<file path="src/rtl/pos_cell_ctrl.sv">
// Arbiter and sequencer for one single-port position cell memory: streams a whole
// cell to the force reader, or refills it from the motion writer and commits the count.
module pos_cell_ctrl #(
  parameter int DATA_WIDTH   = 96,
  parameter int PARTICLE_NUM = 220,
  parameter int ADDR_WIDTH   = 8
) (
  input  logic                  clk,
  input  logic                  rst,
  input  logic                  rd_req,
  output logic                  rd_gnt,
  output logic                  rd_valid,
  output logic [DATA_WIDTH-1:0] rd_data,
  output logic [ADDR_WIDTH-1:0] rd_pid,
  output logic                  rd_last,
  output logic                  rd_done,
  input  logic                  wr_req,
  output logic                  wr_gnt,
  output logic                  wr_ready,
  input  logic                  wr_valid,
  input  logic [DATA_WIDTH-1:0] wr_data,
  input  logic                  wr_end,
  output logic                  wr_done,
  output logic                  wr_ovf,
  output logic [ADDR_WIDTH-1:0] mem_address,
  output logic [DATA_WIDTH-1:0] mem_data,
  output logic                  mem_rden,
  output logic                  mem_wren,
  input  logic [DATA_WIDTH-1:0] mem_q
);

  localparam logic [ADDR_WIDTH-1:0] MAX_N = ADDR_WIDTH'(PARTICLE_NUM - 1);
  localparam logic [ADDR_WIDTH-1:0] ONE   = ADDR_WIDTH'(1);

  typedef enum logic [2:0] {
    IDLE, RD_CNT, RD_WAIT, RD_STREAM, RD_DRAIN, WR, WR_CNT
  } state_t;

  state_t                r_state;
  logic                  r_wait;
  logic                  r_last_rd;
  logic [ADDR_WIDTH-1:0] r_n;
  logic [ADDR_WIDTH-1:0] r_ptr;
  logic                  r_iss;
  logic                  r_v1;
  logic                  r_v2;
  logic [ADDR_WIDTH-1:0] r_pid1;
  logic [ADDR_WIDTH-1:0] r_pid2;

  logic [ADDR_WIDTH-1:0] w_q_cnt;
  logic [ADDR_WIDTH-1:0] w_n;
  logic [ADDR_WIDTH-1:0] w_cnt;
  logic                  w_last;

  assign w_q_cnt = mem_q[ADDR_WIDTH-1:0];
  assign w_n     = (w_q_cnt > MAX_N) ? MAX_N : w_q_cnt;
  // The pointer starts at 1, so the number of stored words is always one less.
  assign w_cnt   = r_ptr - ONE;
  assign w_last  = r_v2 && (r_pid2 == r_n);

  always_ff @(posedge clk or negedge rst) begin
    if (!rst) begin
      r_state     <= IDLE;
      r_wait      <= 1'b0;
      r_last_rd   <= 1'b0;
      r_n         <= '0;
      r_ptr       <= '0;
      r_iss       <= 1'b0;
      r_v1        <= 1'b0;
      r_v2        <= 1'b0;
      r_pid1      <= '0;
      r_pid2      <= '0;
      rd_gnt      <= 1'b0;
      rd_valid    <= 1'b0;
      rd_data     <= '0;
      rd_pid      <= '0;
      rd_last     <= 1'b0;
      rd_done     <= 1'b0;
      wr_gnt      <= 1'b0;
      wr_ready    <= 1'b0;
      wr_done     <= 1'b0;
      wr_ovf      <= 1'b0;
      mem_address <= '0;
      mem_data    <= '0;
      mem_rden    <= 1'b0;
      mem_wren    <= 1'b0;
    end else begin
      rd_gnt  <= 1'b0;
      wr_gnt  <= 1'b0;
      wr_done <= 1'b0;

      // Read return path: issue flag and pid ride alongside the 2-cycle memory latency.
      r_v1     <= r_iss;
      r_pid1   <= mem_address;
      r_v2     <= r_v1;
      r_pid2   <= r_pid1;
      rd_valid <= r_v2;
      rd_pid   <= r_pid2;
      rd_last  <= w_last;
      rd_done  <= w_last;
      if (r_v2) rd_data <= mem_q;

      case (r_state)
        IDLE: begin
          mem_rden <= 1'b0;
          mem_wren <= 1'b0;
          if (rd_req && (!wr_req || !r_last_rd)) begin
            rd_gnt      <= 1'b1;
            r_last_rd   <= 1'b1;
            mem_address <= '0;
            mem_rden    <= 1'b1;
            r_state     <= RD_CNT;
          end else if (wr_req) begin
            wr_gnt    <= 1'b1;
            r_last_rd <= 1'b0;
            wr_ready  <= 1'b1;
            wr_ovf    <= 1'b0;
            r_ptr     <= ONE;
            r_state   <= WR;
          end
        end
        RD_CNT: begin
          mem_rden <= 1'b0;
          r_wait   <= 1'b0;
          r_state  <= RD_WAIT;
        end
        RD_WAIT: begin
          r_wait <= 1'b1;
          if (r_wait) begin
            r_n <= w_n;
            if (w_n == '0) begin
              rd_done <= 1'b1;
              r_state <= IDLE;
            end else begin
              mem_address <= ONE;
              mem_rden    <= 1'b1;
              r_iss       <= 1'b1;
              r_state     <= RD_STREAM;
            end
          end
        end
        RD_STREAM: begin
          if (mem_address == r_n) begin
            mem_rden <= 1'b0;
            r_iss    <= 1'b0;
            r_wait   <= 1'b0;
            r_state  <= RD_DRAIN;
          end else begin
            mem_address <= mem_address + ONE;
          end
        end
        RD_DRAIN: begin
          r_wait <= 1'b1;
          if (r_wait) r_state <= IDLE;
        end
        WR: begin
          mem_wren <= 1'b0;
          if (wr_valid) begin
            if (r_ptr <= MAX_N) begin
              mem_wren    <= 1'b1;
              mem_address <= r_ptr;
              mem_data    <= wr_data;
              r_ptr       <= r_ptr + ONE;
            end else begin
              wr_ovf <= 1'b1;
            end
          end
          if (wr_end) begin
            wr_ready <= 1'b0;
            r_state  <= WR_CNT;
          end
        end
        WR_CNT: begin
          mem_wren    <= 1'b1;
          mem_address <= '0;
          mem_data    <= DATA_WIDTH'(w_cnt);
          wr_done     <= 1'b1;
          r_state     <= IDLE;
        end
        default: r_state <= IDLE;
      endcase
    end
  end

endmodule

</file>
<file path="config.mk">
export PLATFORM = sky130hd
export DESIGN_NAME = pos_cell_ctrl
export DESIGN_NICKNAME = d
export VERILOG_FILES = /design/src/rtl/pos_cell_ctrl.sv
export SDC_FILE = /design/constraint.sdc
export NUM_CORES = 1
export LEC_CHECK = 0
export ABC_CLOCK_PERIOD_IN_PS = 3870
export BUFFER_PORTS_ARGS = -buffer_cell sky130_fd_sc_hd__buf_4
export CAP_MARGIN = 5
export CORE_UTILIZATION = 35
export CTS_BUF_LIST = sky130_fd_sc_hd__clkbuf_2 sky130_fd_sc_hd__clkbuf_4 sky130_fd_sc_hd__clkbuf_8
export DETAILED_ROUTE_END_ITERATION = 6
export SLEW_MARGIN = 10
export SYNTH_ARGS = -nofsm -noshare
export SYNTH_HDL_FRONTEND = slang
export SYNTH_SLANG_ARGS = --single-unit
</file>
<file path="constraint.sdc">
create_clock -name clk -period 3.87 [get_ports clk]
set_clock_uncertainty 0.15 [all_clocks]
set_input_delay 0.774 -clock clk [delete_from_list [all_inputs] [get_ports clk]]
set_output_delay 0.774 -clock clk [all_outputs]
set_load 0.005 [all_outputs]
</file>
==> results.sh <==
export IMPL_cts_hold_fix_buffers=0
export IMPL_drv_slew=0
export IMPL_cp_slowest_cell="buf_4"
export IMPL_layout_common_cells="buf_4, dfrtp_1, nand2_1"
export IMPL_die_w_um=174
export IMPL_grt_first_pass_wirelength_mm=46.2
export IMPL_fmax_mhz=388
export IMPL_synthToLayoutAreaGrowth_pct=43.5
export IMPL_final_layout_size_suffix_gt1_share_pct=46.1
export IMPL_drc=0
export IMPL_cts_tree="built"
export IMPL_drt_wirelength_per_cell_um=16.8
export IMPL_routed_via_density=4.77
export IMPL_final_setup_tns_ns=0
export IMPL_netlist_instances=897
export IMPL_fin_util_pct=51.4
export IMPL_drtPass1Iterations=5
export IMPL_clk_path_buf_depth=3
export IMPL_clock_sinks=258
export IMPL_powerDensity_nw_per_um2=583
export IMPL_timing_rr_start="r_ptr[2]"
export IMPL_period_minus_slack_ns=2.58
export IMPL_place_hpwl_mm=20.9
export IMPL_arrival_ns=2.88
export IMPL_synth_top_cell_area_share_pct=62.4
export IMPL_core_area_um2=28900
export IMPL_yosys_warnings=0
export IMPL_clockPowerShare_pct=31.5
export IMPL_final_setup_worst_slack_ns=1.29
export IMPL_pre_cts_ws_ns=1.26
export IMPL_ctsResizeCount=0
export IMPL_start_util_pct=35.8
export IMPL_ir_drop_uv=423
export IMPL_synth_net_count=1098
export IMPL_startpoint_type="register"
export IMPL_clkSlewWorstSetupHoldPaths_ns=0.06
export IMPL_hold_viol=0
export IMPL_cp_buffers_inverters=1
export IMPL_nets=1513
export IMPL_relSlewSlack_pct=51.3
export IMPL_grt_pass1_vias=8457
export IMPL_rows=62
export IMPL_slowest_delay_ns=0.67
export IMPL_io_buffers=415
export IMPL_worstReg2RegEnd="mem_data[39]"
export IMPL_sw_frac_of_total_pct=29.6
export IMPL_vias=8260
export IMPL_crit_fanout=65
export IMPL_clk_latency_ns=0.54
export IMPL_yosysTopAreaCell="dfrtp_1"
export IMPL_grt_overflow=0
export IMPL_io_pins=416
export IMPL_synth_flop_cell="dfrtp_1"
export IMPL_r2r_cells=5
export IMPL_synthesis_area_per_instance_um2=11.5
export IMPL_tightest_slew_ns=0.731
export IMPL_post_cts_setup_buffers=0
export IMPL_crit_family="compound AO/OA/AOI/OAI gates"
export IMPL_routabilityCongestion=0.816
export IMPL_synth_cell_types=53
export IMPL_drt_initial_drc_count=547
export IMPL_synth_area_leaders="dfrtp_1, mux2_2, nand2_1"
export IMPL_power_leakage_nw=7.27
export IMPL_p_int_mw=6.10
export IMPL_ys_ff_latch=258
export IMPL_antenna_left=0
export IMPL_final_common_cell="buf_4"
export IMPL_syn_area_um2=10300
export IMPL_routed_wl_mm=29.2
export IMPL_design_area_um2=14800
export IMPL_place_area_um2=13800
export IMPL_cts_root_buf="clkbuf_8"
export IMPL_die_height_um=174
export IMPL_synth_edf_count=0
export IMPL_max_cap_violations=0
export IMPL_rrSetupSlack_ns=1.29
export IMPL_grt_antenna_before_repair=2
export IMPL_synth_async_reset_ratio_pct=100
export IMPL_worstSetupPathType="reg2reg"
export IMPL_cts_buffers_inserted=45
export IMPL_crit_chain="a31oi_2, o211ai_4, buf_4, nand2_1, a21oi_1"
export IMPL_h_tree_depth=2
export IMPL_dieArea_um2=30200
export IMPL_grt_max_degree=93
export IMPL_period_share_pct=66.6
export IMPL_grt_setup_unrepaired="false"
export IMPL_fill_cells=2659
export IMPL_status="finished, final reports clean"
export IMPL_switchingPower_mw=2.56
export IMPL_setup_violations=0
export IMPL_hold_class="in2async"
export IMPL_p_seq_share_pct=42.5
export IMPL_required_ns=4.17
export IMPL_endpoint_kind="register"
export IMPL_combPwrFrac_pct=26.0
export IMPL_synth_seq_area_share_pct=62.4
export IMPL_grt_usage_pct=19.1
## cells by family after synthesis
family	share of synthesized area [%]
simple gates	11.3
flops	62.4
mux	11.2
buf+inv	3.00
fa+ha+maj	0.363
xor+xnor	2.29
compound gates	9.36
## worst max path at each step
stage	slack (ns)	depth (start not counted)	start	end
after floorplan	1.70	6	mem_q[7]	mem_address[3]
final	1.29	5	r_ptr[2]	mem_data[39]
after global routing	1.05	5	r_ptr[3]	mem_data[39]
after detailed placement	1.26	5	r_ptr[2]	mem_data[39]
after CTS	1.28	5	r_ptr[2]	mem_data[39]
after global placement	1.33	5	r_ptr[2]	mem_data[55]
## routing by layer
layer / wire length (um) / global-route usage [%]
met2: 14200 / 32.0
met3: 2900 / 7.00
met5: 0 / 0
met1: 11400 / 22.8
met4: 641 / 5.81
## layout make-up
class,count,area [um2],share of cell area (%)
Sequential cell,258,6460,43.5
Multi-Input combinational cell,570,3600,24.2
Timing Repair Buffer,428,3260,22.0
Clock buffer,70,863,5.82
Tap cell,384,480,3.24
Clock inverter,12,145,0.978
Inverter,9,33.8,0.228
Antenna cell,2,5.00,0.0337
## sequential cells by signal, indices dropped and copies added (netlist names), 3 cells and up
signal / cells
r_pid2: 8
rd_data: 96
r_ptr: 8
rd_pid: 8
mem_address: 8
r_state: 3
mem_data: 96
r_n: 8
r_pid1: 8
## cell usage after synthesis (7+ instances only)
| cell type | number |
|---|---|
| dfrtp_1 | 258 |
| nand2_1 | 207 |
| a21oi_1 | 105 |
| mux2_2 | 98 |
| clkbuf_1 | 25 |
| buf_2 | 22 |
| nor2_1 | 21 |
| xor2_1 | 20 |
| o21ai_0 | 15 |
| inv_1 | 9 |
| nand3_1 | 9 |
| buf_1 | 8 |
| xnor2_1 | 7 |
## power by group through the flow
| stage | sequential [mW] | combinational, mW | clock, mW |
|---|---|---|---|
| CTS | 3.69 | 2.29 | 2.82 |
| detailed placement | 3.72 | 2.29 | 0 |
| floorplan | 3.62 | 1.16 | 0 |
| finish | 3.68 | 2.25 | 2.72 |
| global placement | 3.71 | 2.26 | 0 |
| global route | 3.76 | 2.50 | 2.94 |
## through the flow
stage          cells  power, mW  hold slack [ns]
6_report        1733       8.66           0.0671
5_1_grt         1733       9.20            0.126
3_3_place_gp    1649       5.97            0.183
2_1_floorplan    897       4.78            0.181
3_5_place_dp    1649       6.00            0.185
4_1_cts         1731       8.80            0.103
No activity file was read; power rests on OpenSTA's default activity.
